### src/rtl/i2c_target.sv
// rtl/i2c_target.sv - byte-level I2C target engine with one-byte RX holding register and staged TX byte
`timescale 1ns/1ps
module i2c_target #(
  parameter logic [6:0] I2C_ADDR = 7'h42
) (
  input  logic       CLK1,
  input  logic       RST_N,
  input  logic       SCL_IN,
  input  logic       SDA_IN,
  output logic       SDA_OE,
  output logic [7:0] RX_DATA,
  output logic       RX_VALID,
  output logic       RX_FIRST,
  input  logic       RX_ACK,
  input  logic [7:0] TX_DATA,
  input  logic       TX_VALID,
  output logic       TX_TAKEN,
  output logic       ADDRESSED,
  output logic       STOP_DET
);

  typedef enum logic [2:0] {
    ST_IDLE     = 3'd0,
    ST_ADDR     = 3'd1,
    ST_ADDR_ACK = 3'd2,
    ST_RX       = 3'd3,
    ST_RX_ACK   = 3'd4,
    ST_TX       = 3'd5,
    ST_TX_ACK   = 3'd6,
    ST_IGNORE   = 3'd7
  } state_t;

  state_t      state_q, state_d;
  logic [2:0]  scl_sync_q, scl_sync_d, sda_sync_q, sda_sync_d;
  logic [2:0]  cnt_q, cnt_d;
  logic [7:0]  shift_q, shift_d;
  logic        done_q, done_d, rw_q, rw_d, mack_q, mack_d, armed_q, armed_d;
  logic        sda_oe_q, sda_oe_d, rx_valid_q, rx_valid_d, rx_first_q, rx_first_d;
  logic [7:0]  rx_data_q, rx_data_d;
  logic        tx_taken_q, tx_taken_d, addressed_q, addressed_d, stop_det_q, stop_det_d;

  logic scl, scl_prev, sda, sda_prev, scl_rise, scl_fall, scl_high;
  logic start_cond, stop_cond, accept;
  logic [7:0] tx_byte;

  // Index 1 is the synchronised value, index 2 the previous one.
  assign scl      = scl_sync_q[1];
  assign scl_prev = scl_sync_q[2];
  assign sda      = sda_sync_q[1];
  assign sda_prev = sda_sync_q[2];
  assign scl_rise = scl & ~scl_prev;
  assign scl_fall = ~scl & scl_prev;
  // SCL must be high in both samples so the pins rising together out of reset never looks like STOP.
  assign scl_high   = scl & scl_prev;
  assign start_cond = scl_high & ~sda & sda_prev;
  assign stop_cond  = scl_high & sda & ~sda_prev;
  assign accept     = ~rx_valid_q | RX_ACK;
  assign tx_byte    = TX_VALID ? TX_DATA : 8'hFF;

  always_comb begin
    scl_sync_d  = {scl_sync_q[1:0], SCL_IN};
    sda_sync_d  = {sda_sync_q[1:0], SDA_IN};
    state_d     = state_q;
    cnt_d       = cnt_q;
    shift_d     = shift_q;
    done_d      = done_q;
    rw_d        = rw_q;
    mack_d      = mack_q;
    armed_d     = armed_q;
    sda_oe_d    = sda_oe_q;
    rx_data_d   = rx_data_q;
    rx_valid_d  = rx_valid_q & ~RX_ACK;
    rx_first_d  = rx_first_q;
    tx_taken_d  = 1'b0;
    addressed_d = addressed_q;
    stop_det_d  = stop_cond;

    if (start_cond || stop_cond) begin
      state_d     = start_cond ? ST_ADDR : ST_IDLE;
      cnt_d       = 3'd0;
      done_d      = 1'b0;
      armed_d     = 1'b0;
      sda_oe_d    = 1'b0;
      addressed_d = 1'b0;
    end else begin
      case (state_q)
        ST_ADDR, ST_RX: begin
          if (scl_rise) begin
            shift_d = {shift_q[6:0], sda};
            cnt_d   = cnt_q + 3'd1;
            if (cnt_q == 3'd7) done_d = 1'b1;
          end else if (scl_fall && done_q) begin
            done_d = 1'b0;
            if (state_q == ST_ADDR) begin
              if (shift_q[7:1] == I2C_ADDR) begin
                state_d  = ST_ADDR_ACK;
                sda_oe_d = 1'b1;
                rw_d     = shift_q[0];
              end else begin
                state_d = ST_IGNORE;
              end
            end else begin
              state_d = ST_RX_ACK;
              if (accept) begin
                rx_data_d  = shift_q;
                rx_valid_d = 1'b1;
                rx_first_d = armed_q;
                armed_d    = 1'b0;
                sda_oe_d   = 1'b1;
              end
            end
          end
        end
        ST_ADDR_ACK: begin
          if (scl_fall) begin
            addressed_d = 1'b1;
            if (!rw_q) begin
              state_d  = ST_RX;
              armed_d  = 1'b1;
              sda_oe_d = 1'b0;
            end else begin
              state_d    = ST_TX;
              shift_d    = tx_byte;
              tx_taken_d = TX_VALID;
              sda_oe_d   = ~tx_byte[7];
              cnt_d      = 3'd0;
            end
          end
        end
        ST_RX_ACK: begin
          if (scl_fall) begin
            sda_oe_d = 1'b0;
            state_d  = ST_RX;
          end
        end
        ST_TX: begin
          if (scl_fall) begin
            if (cnt_q == 3'd7) begin
              sda_oe_d = 1'b0;
              cnt_d    = 3'd0;
              state_d  = ST_TX_ACK;
            end else begin
              shift_d  = {shift_q[6:0], 1'b1};
              sda_oe_d = ~shift_q[6];
              cnt_d    = cnt_q + 3'd1;
            end
          end
        end
        ST_TX_ACK: begin
          if (scl_rise) begin
            mack_d = ~sda;
          end else if (scl_fall) begin
            if (mack_q) begin
              state_d    = ST_TX;
              shift_d    = tx_byte;
              tx_taken_d = TX_VALID;
              sda_oe_d   = ~tx_byte[7];
              cnt_d      = 3'd0;
            end else begin
              state_d = ST_IGNORE;
            end
          end
        end
        default: ;
      endcase
    end
  end

  always_ff @(posedge CLK1 or negedge RST_N) begin
    if (!RST_N) begin
      state_q     <= ST_IDLE;
      scl_sync_q  <= 3'd0;
      sda_sync_q  <= 3'd0;
      cnt_q       <= 3'd0;
      shift_q     <= 8'd0;
      done_q      <= 1'b0;
      rw_q        <= 1'b0;
      mack_q      <= 1'b0;
      armed_q     <= 1'b0;
      sda_oe_q    <= 1'b0;
      rx_data_q   <= 8'd0;
      rx_valid_q  <= 1'b0;
      rx_first_q  <= 1'b0;
      tx_taken_q  <= 1'b0;
      addressed_q <= 1'b0;
      stop_det_q  <= 1'b0;
    end else begin
      state_q     <= state_d;
      scl_sync_q  <= scl_sync_d;
      sda_sync_q  <= sda_sync_d;
      cnt_q       <= cnt_d;
      shift_q     <= shift_d;
      done_q      <= done_d;
      rw_q        <= rw_d;
      mack_q      <= mack_d;
      armed_q     <= armed_d;
      sda_oe_q    <= sda_oe_d;
      rx_data_q   <= rx_data_d;
      rx_valid_q  <= rx_valid_d;
      rx_first_q  <= rx_first_d;
      tx_taken_q  <= tx_taken_d;
      addressed_q <= addressed_d;
      stop_det_q  <= stop_det_d;
    end
  end

  assign SDA_OE    = sda_oe_q;
  assign RX_DATA   = rx_data_q;
  assign RX_VALID  = rx_valid_q;
  assign RX_FIRST  = rx_first_q;
  assign TX_TAKEN  = tx_taken_q;
  assign ADDRESSED = addressed_q;
  assign STOP_DET  = stop_det_q;

endmodule

### config.mk
export PLATFORM = sky130hd
export DESIGN_NAME = i2c_target
export DESIGN_NICKNAME = d
export VERILOG_FILES = /design/src/rtl/i2c_target.sv
export SDC_FILE = /design/constraint.sdc
export NUM_CORES = 1
export LEC_CHECK = 0
export ABC_CLOCK_PERIOD_IN_PS = 2200
export CAP_MARGIN = 20
export CORE_AREA = 4 4 85 87
export CTS_CLUSTER_DIAMETER = 150
export DETAILED_ROUTE_END_ITERATION = 16
export DIE_AREA = 0 0 89 91
export GPL_ROUTABILITY_DRIVEN = 0
export SLEW_MARGIN = 15
export SYNTH_ARGS = -nofsm -noshare
export SYNTH_HDL_FRONTEND = slang
export SYNTH_SLANG_ARGS = --single-unit
### constraint.sdc
create_clock -name CLK1 -period 2.2 [get_ports CLK1]
set_input_delay 0.55 -clock CLK1 [delete_from_list [all_inputs] [get_ports CLK1]]
set_output_delay 0.55 -clock CLK1 [all_outputs]
set_load 0.05 [all_outputs]
; Word level (Yosys, flattened, before mapping)
; Index checks and enable logic that the tools add are counted.
[totals]
elab_cells = 170
inputBits = 14
ff_bits = 38
[classes]
addsub = 1
eq_ne = 33
n_reduce_logical = 21
muxes = 79
bitwise = 20
[op_table]
columns = op, count
row1 = two-way mux 8 bit, 9
row2 = two-way mux 3 bit, 21
row3 = two-way mux 1 bit, 42
row4 = "inequality test 3 bit, second input constant", 14
row5 = one-hot mux 8 bit (4 select lines), 1
row6 = "inequality test 2 bit, second input constant", 8
row7 = one-hot mux 3 bit (5 select lines), 1
row8 = "== test 3 bit, second input constant", 4
row9 = one-hot mux 3 bit (4 select lines), 1
row10 = AND reduction 6 bit, 2
row11 = inverter 1 bit, 11
row12 = AND reduction 11 bit, 1
row13 = AND reduction 10 bit, 1
row14 = AND reduction 9 bit, 1
row15 = bitwise AND 1 bit, 8
row16 = "inequality test 4 bit, second input constant", 2
row17 = AND reduction 8 bit, 1
row18 = "== test 7 bit, second input constant", 1
row19 = AND reduction 7 bit, 1
row20 = "== test 3 x 2 -> 1 bit, second input constant", 2
row21 = AND reduction 3 bit, 2
row22 = nonzero test 2 bit, 3
row23 = nonzero test 3 bit, 2
row24 = nonzero test 6 bit, 1
row25 = 13 further kinds, 14

; Logic depth before layout (Yosys ltp)
[depth]
word_depth = 8
depth_mapped = 7

; Worst setup path before layout
; Ideal clock, no wire load.
[synth_timing]
path_type = register to register
start = register cnt_q[0]
end = register shift_q[1]
t_arrival_ps = 1540
path_slack_ps = 539
setup_time_ps = 121
path_stages_with_launch = 8
required_time_ps = 2079
path_cell_list = dfrtp_1 ha_1 ha_1 and3_1 a221o_2 buf_6 nand2_1 o21ai_2
[synth_via]
elab_chain_len = 3
[synth_lines]
columns = item, line_no
row1 = "start, declared", 35  ; logic [2:0] cnt_q, cnt_d;
row2 = "start signal, assigned", 191  ; cnt_q <= cnt_d;
row3 = == test 3 bit, 138  ; if (cnt_q == 3'd7) begin
row4 = inequality test 2 bit (no source line), n/a
row5 = AND reduction 10 bit (no source line), n/a
row6 = "end signal, assigned", 192  ; shift_q <= shift_d;
row7 = "end, declared", 36  ; logic [7:0] shift_q, shift_d;
; Every way passes these cells.
; A chain may end at the register's enable or synchronous reset.

; Final worst setup path
[layout_timing]
start = register sda_oe_q (netlist: SDA_OE)
end = output SDA_OE
[layout_rtl]
columns = item, line_no
row1 = "start, declared", 38  ; logic sda_oe_q, sda_oe_d, rx_valid_q, rx_valid_d, rx_first_q, rx_first_d;
row2 = "start signal, assigned", 197  ; sda_oe_q <= sda_oe_d;
row3 = "end, declared", 10  ; output logic SDA_OE,
; No word-level cell between the ends.

==> metrics <==
result of the run=finished clean; final count of hold timing violations=0; count of pins over their slew limit=0; Antenna Violating Nets Remaining=0; Max IR drop VDD=0.2958 mV; ranking of synthesized cells by area=sky130_fd_sc_hd__dfrtp_1 (50%), sky130_fd_sc_hd__mux2_1 (7.1%), sky130_fd_sc_hd__o21ai_0 (4.2%), sky130_fd_sc_hd__nand2_1 (3.4%), sky130_fd_sc_hd__o21ai_1 (2.6%); RSZ-0062 raised after global routing=false; launch point of the worst reg-to-reg path=state_q[2]; sequential standard cell area=950.9 sq um; # Post-CTS Setup Buffers=0; Max transition margin=66.65%; top cells by instance count after synthesis=sky130_fd_sc_hd__dfrtp_1 (38), sky130_fd_sc_hd__nand2_1 (17), sky130_fd_sc_hd__o21ai_0 (16); type of element capturing the critical path=output port; capture instance of the worst register-to-register path=shift_q[1]; number of unique standard cell types used by synthesis=40; Total Routed Length=4277 microns; HPWL after DPL=3220 microns; Placed Cells=288; number of I/O port buffers=27; Tightest Hold Check Type=input pin to asynchronous set/reset pin; crit-path leading delay family=buffers and inverters; worst slew pin tran=0.4987 ns; Layout Area Growth over Synthesis=25.03%; static leakage=1.058 nW; post-layout net count=234; DRC violations left=0; combined area of the multi-input logic cells=865.8 sq um; cts-stage hold buffer count=0; worst-path fanout max=2; netlist area before placement=1894 sq um; clock latency on the worst-skew pair=0.29 ns; area of the core=6350 sq um; Critical Setup Path Class=flip-flop to output port; Worst Path Buf+Inv=1; CTS tree=done; Synth Net Count=203; portion of the post-synthesis area used by sequential elements=50.20%; effective utilization at floorplan=29.83%; number of sinks on the clock net=38; clock tree root driver cell=sky130_fd_sc_hd__clkbuf_8; average vias per placed instance=4.946; dominant cell type by area after synthesis=sky130_fd_sc_hd__dfrtp_1; ordered list of cells on the worst path=clkdlybuf4s50_1; data required time at the worst endpoint=1.65 ns; power density relative to cell area=753.1 nW/um^2; total congestion overflow after global routing=0; Post-Syn Instances=187; wire per inst=14.45 microns; number of antenna violations at the first check in global routing=0; max-capacitance violation count=0; worst setup skew after layout=0.007865 ns; clock-pin slew reported for the worst setup and hold paths after clock tree synthesis=0.07 ns; wire length of the first global-routing pass=7396 microns; number of antenna repair diodes=0; fin crit period=2.083 ns; Placement Rows=29; count of warnings emitted by yosys=0; Die Footprint=8099 sq um; ports placed on the boundary=28; x dimension of the die=89 microns; most common cell in the synthesized netlist=sky130_fd_sc_hd__dfrtp_1; number of buffers created by CTS=5; EDFF count, synth=0; vias after detailed routing=1,464; setup TNS after final layout=0 ns; die height=91 microns; largest net degree at the start of global routing=21; Highest Clock Rate=0.4800 GHz; register bit total from synthesis=38; critical path's slowest cell=sky130_fd_sc_hd__clkdlybuf4s50_1; number of DRC violations after detailed-routing iteration 0=139; total of cells resized after clock tree synthesis=0; layout cells sized above 1=10.05%; Critical Path Start Type=flip-flop; Mean Syn Cell Area=10.13 sq um; Final period util=94.70%; Max Buffers Root-to-Sink=2; number of global-route vias before repair=1,489; async set-reset flop share out of synthesis=100.0%; number of search-and-repair iterations in the first detailed-routing pass=4; count of non-filler cells in the finished layout=296; number of H-tree levels=2; total routing resource utilization after global routing=11.65%; depth of the worst register-to-register path=5; fill cell instance count of the final layout=630; Worst Path Arrival=1.53 ns; number of setup violations in the final report=0; worst setup slack for register-to-register paths=0.32 ns; proportion of netlist area held by the largest area contributor=50.20%; dominant register cell in the synthesized netlist=sky130_fd_sc_hd__dfrtp_1; delay of the slowest critical-path stage=0.83 ns
sequential cells by signal (all words and copies together) (netlist names):
signal,cells
done_q,1
SDA_OE,1
sda_sync_q,3
state_q,3
cnt_q,3
mack_q,1
armed_q,1
RX_DATA,8
rw_q,1
scl_sync_q,3
RX_VALID,1
ADDRESSED,1
TX_TAKEN,1
STOP_DET,1
shift_q,8
RX_FIRST,1
final cells by class:
cell class	instances	share of cell area (%)
tap	77	4.068
clock buffer	7	3.222
clock inverter	1	1.268
sequential	38	40.15
multi-input combinational	134	36.56
inverter	5	0.7924
timing repair buffer	34	13.95
layer usage:
metal	vias up	track usage, %	share of wire, %
met3	10	2.534	3.9
met5	-	0	0
met1	696	16.83	50
li1	729	-	-
met2	29	16.83	44
met4	0	4.715	2.0
stage by stage:
stage          instance area (sq um)  util (%)  hold slack (ns)  worst slack [ns]  total power, W
6_report                        2369     37.30           0.1943            0.1167        0.001784
5_1_grt                         2369     37.30           0.2215            0.1054        0.001894
4_1_cts                         2369     37.30           0.2057            0.1235        0.001805
3_5_place_dp                    2262     35.63           0.3364            0.3247        0.001227
3_3_place_gp                    2262     35.63           0.3340            0.3393        0.001217
2_1_floorplan                   1894         -           0.2544            0.5390        0.001110
power by group:
part           switching, W  internal (W)  leakage (nW)
Combinational      0.000160      0.000146         0.515
Sequential         0.000109      0.000795         0.491
Clock              0.000234      0.000339        0.0524
Total              0.000504       0.00128          1.06
worst max-delay path by stage:
| stage | from | to | depth (start not counted) | slack, ns |
|---|---|---|---|---|
| 6_report | SDA_OE | SDA_OE | 1 | 0.12 |
| 5_1_grt | RX_VALID | RX_VALID | 1 | 0.11 |
| 4_1_cts | SDA_OE | SDA_OE | 1 | 0.12 |
| 3_5_place_dp | RX_ACK | RX_FIRST | 5 | 0.32 |
| 3_3_place_gp | state_q[2] | shift_q[1] | 5 | 0.34 |
| 2_1_floorplan | cnt_q[0] | shift_q[1] | 7 | 0.54 |
cells in the final DEF, fill, tap and decap left out, drive strengths merged:
| cell | instances |
|---|---|
| a2111oi | 1 |
| a21oi | 7 |
| a221o | 1 |
| a22o | 2 |
| a22oi | 1 |
| a311o | 1 |
| a31oi | 4 |
| and2b | 1 |
| and3 | 1 |
| and4 | 1 |
| buf | 8 |
| bufinv | 1 |
| clkbuf | 7 |
| clkdlybuf4s50 | 26 |
| dfrtp | 38 |
| ha | 2 |
| inv | 5 |
| mux2 | 13 |
| mux2i | 4 |
| nand2 | 18 |
| nand2b | 6 |
| nand3 | 3 |
| nand4 | 1 |
| nor2 | 8 |
| nor2b | 7 |
| nor3 | 7 |
| nor3b | 3 |
| nor4b | 1 |
| o211a | 1 |
| o211ai | 2 |
| o21a | 1 |
| o21ai | 28 |
| o21bai | 1 |
| or3 | 7 |
| xor2 | 1 |
cell families (layout without fill, tap and decap cells):
group / count (synthesis) / after routing / share of synthesized area [%]
buf+inv: 15 / 47 / 4.094
xor+xnor: 1 / 1 / 0.4624
simple gates: 64 / 64 / 18.10
fa+ha+maj: 2 / 2 / 1.321
flops: 38 / 38 / 50.20
mux: 17 / 17 / 9.842
compound gates: 50 / 50 / 15.98
(Power assumes the default switching activity.)
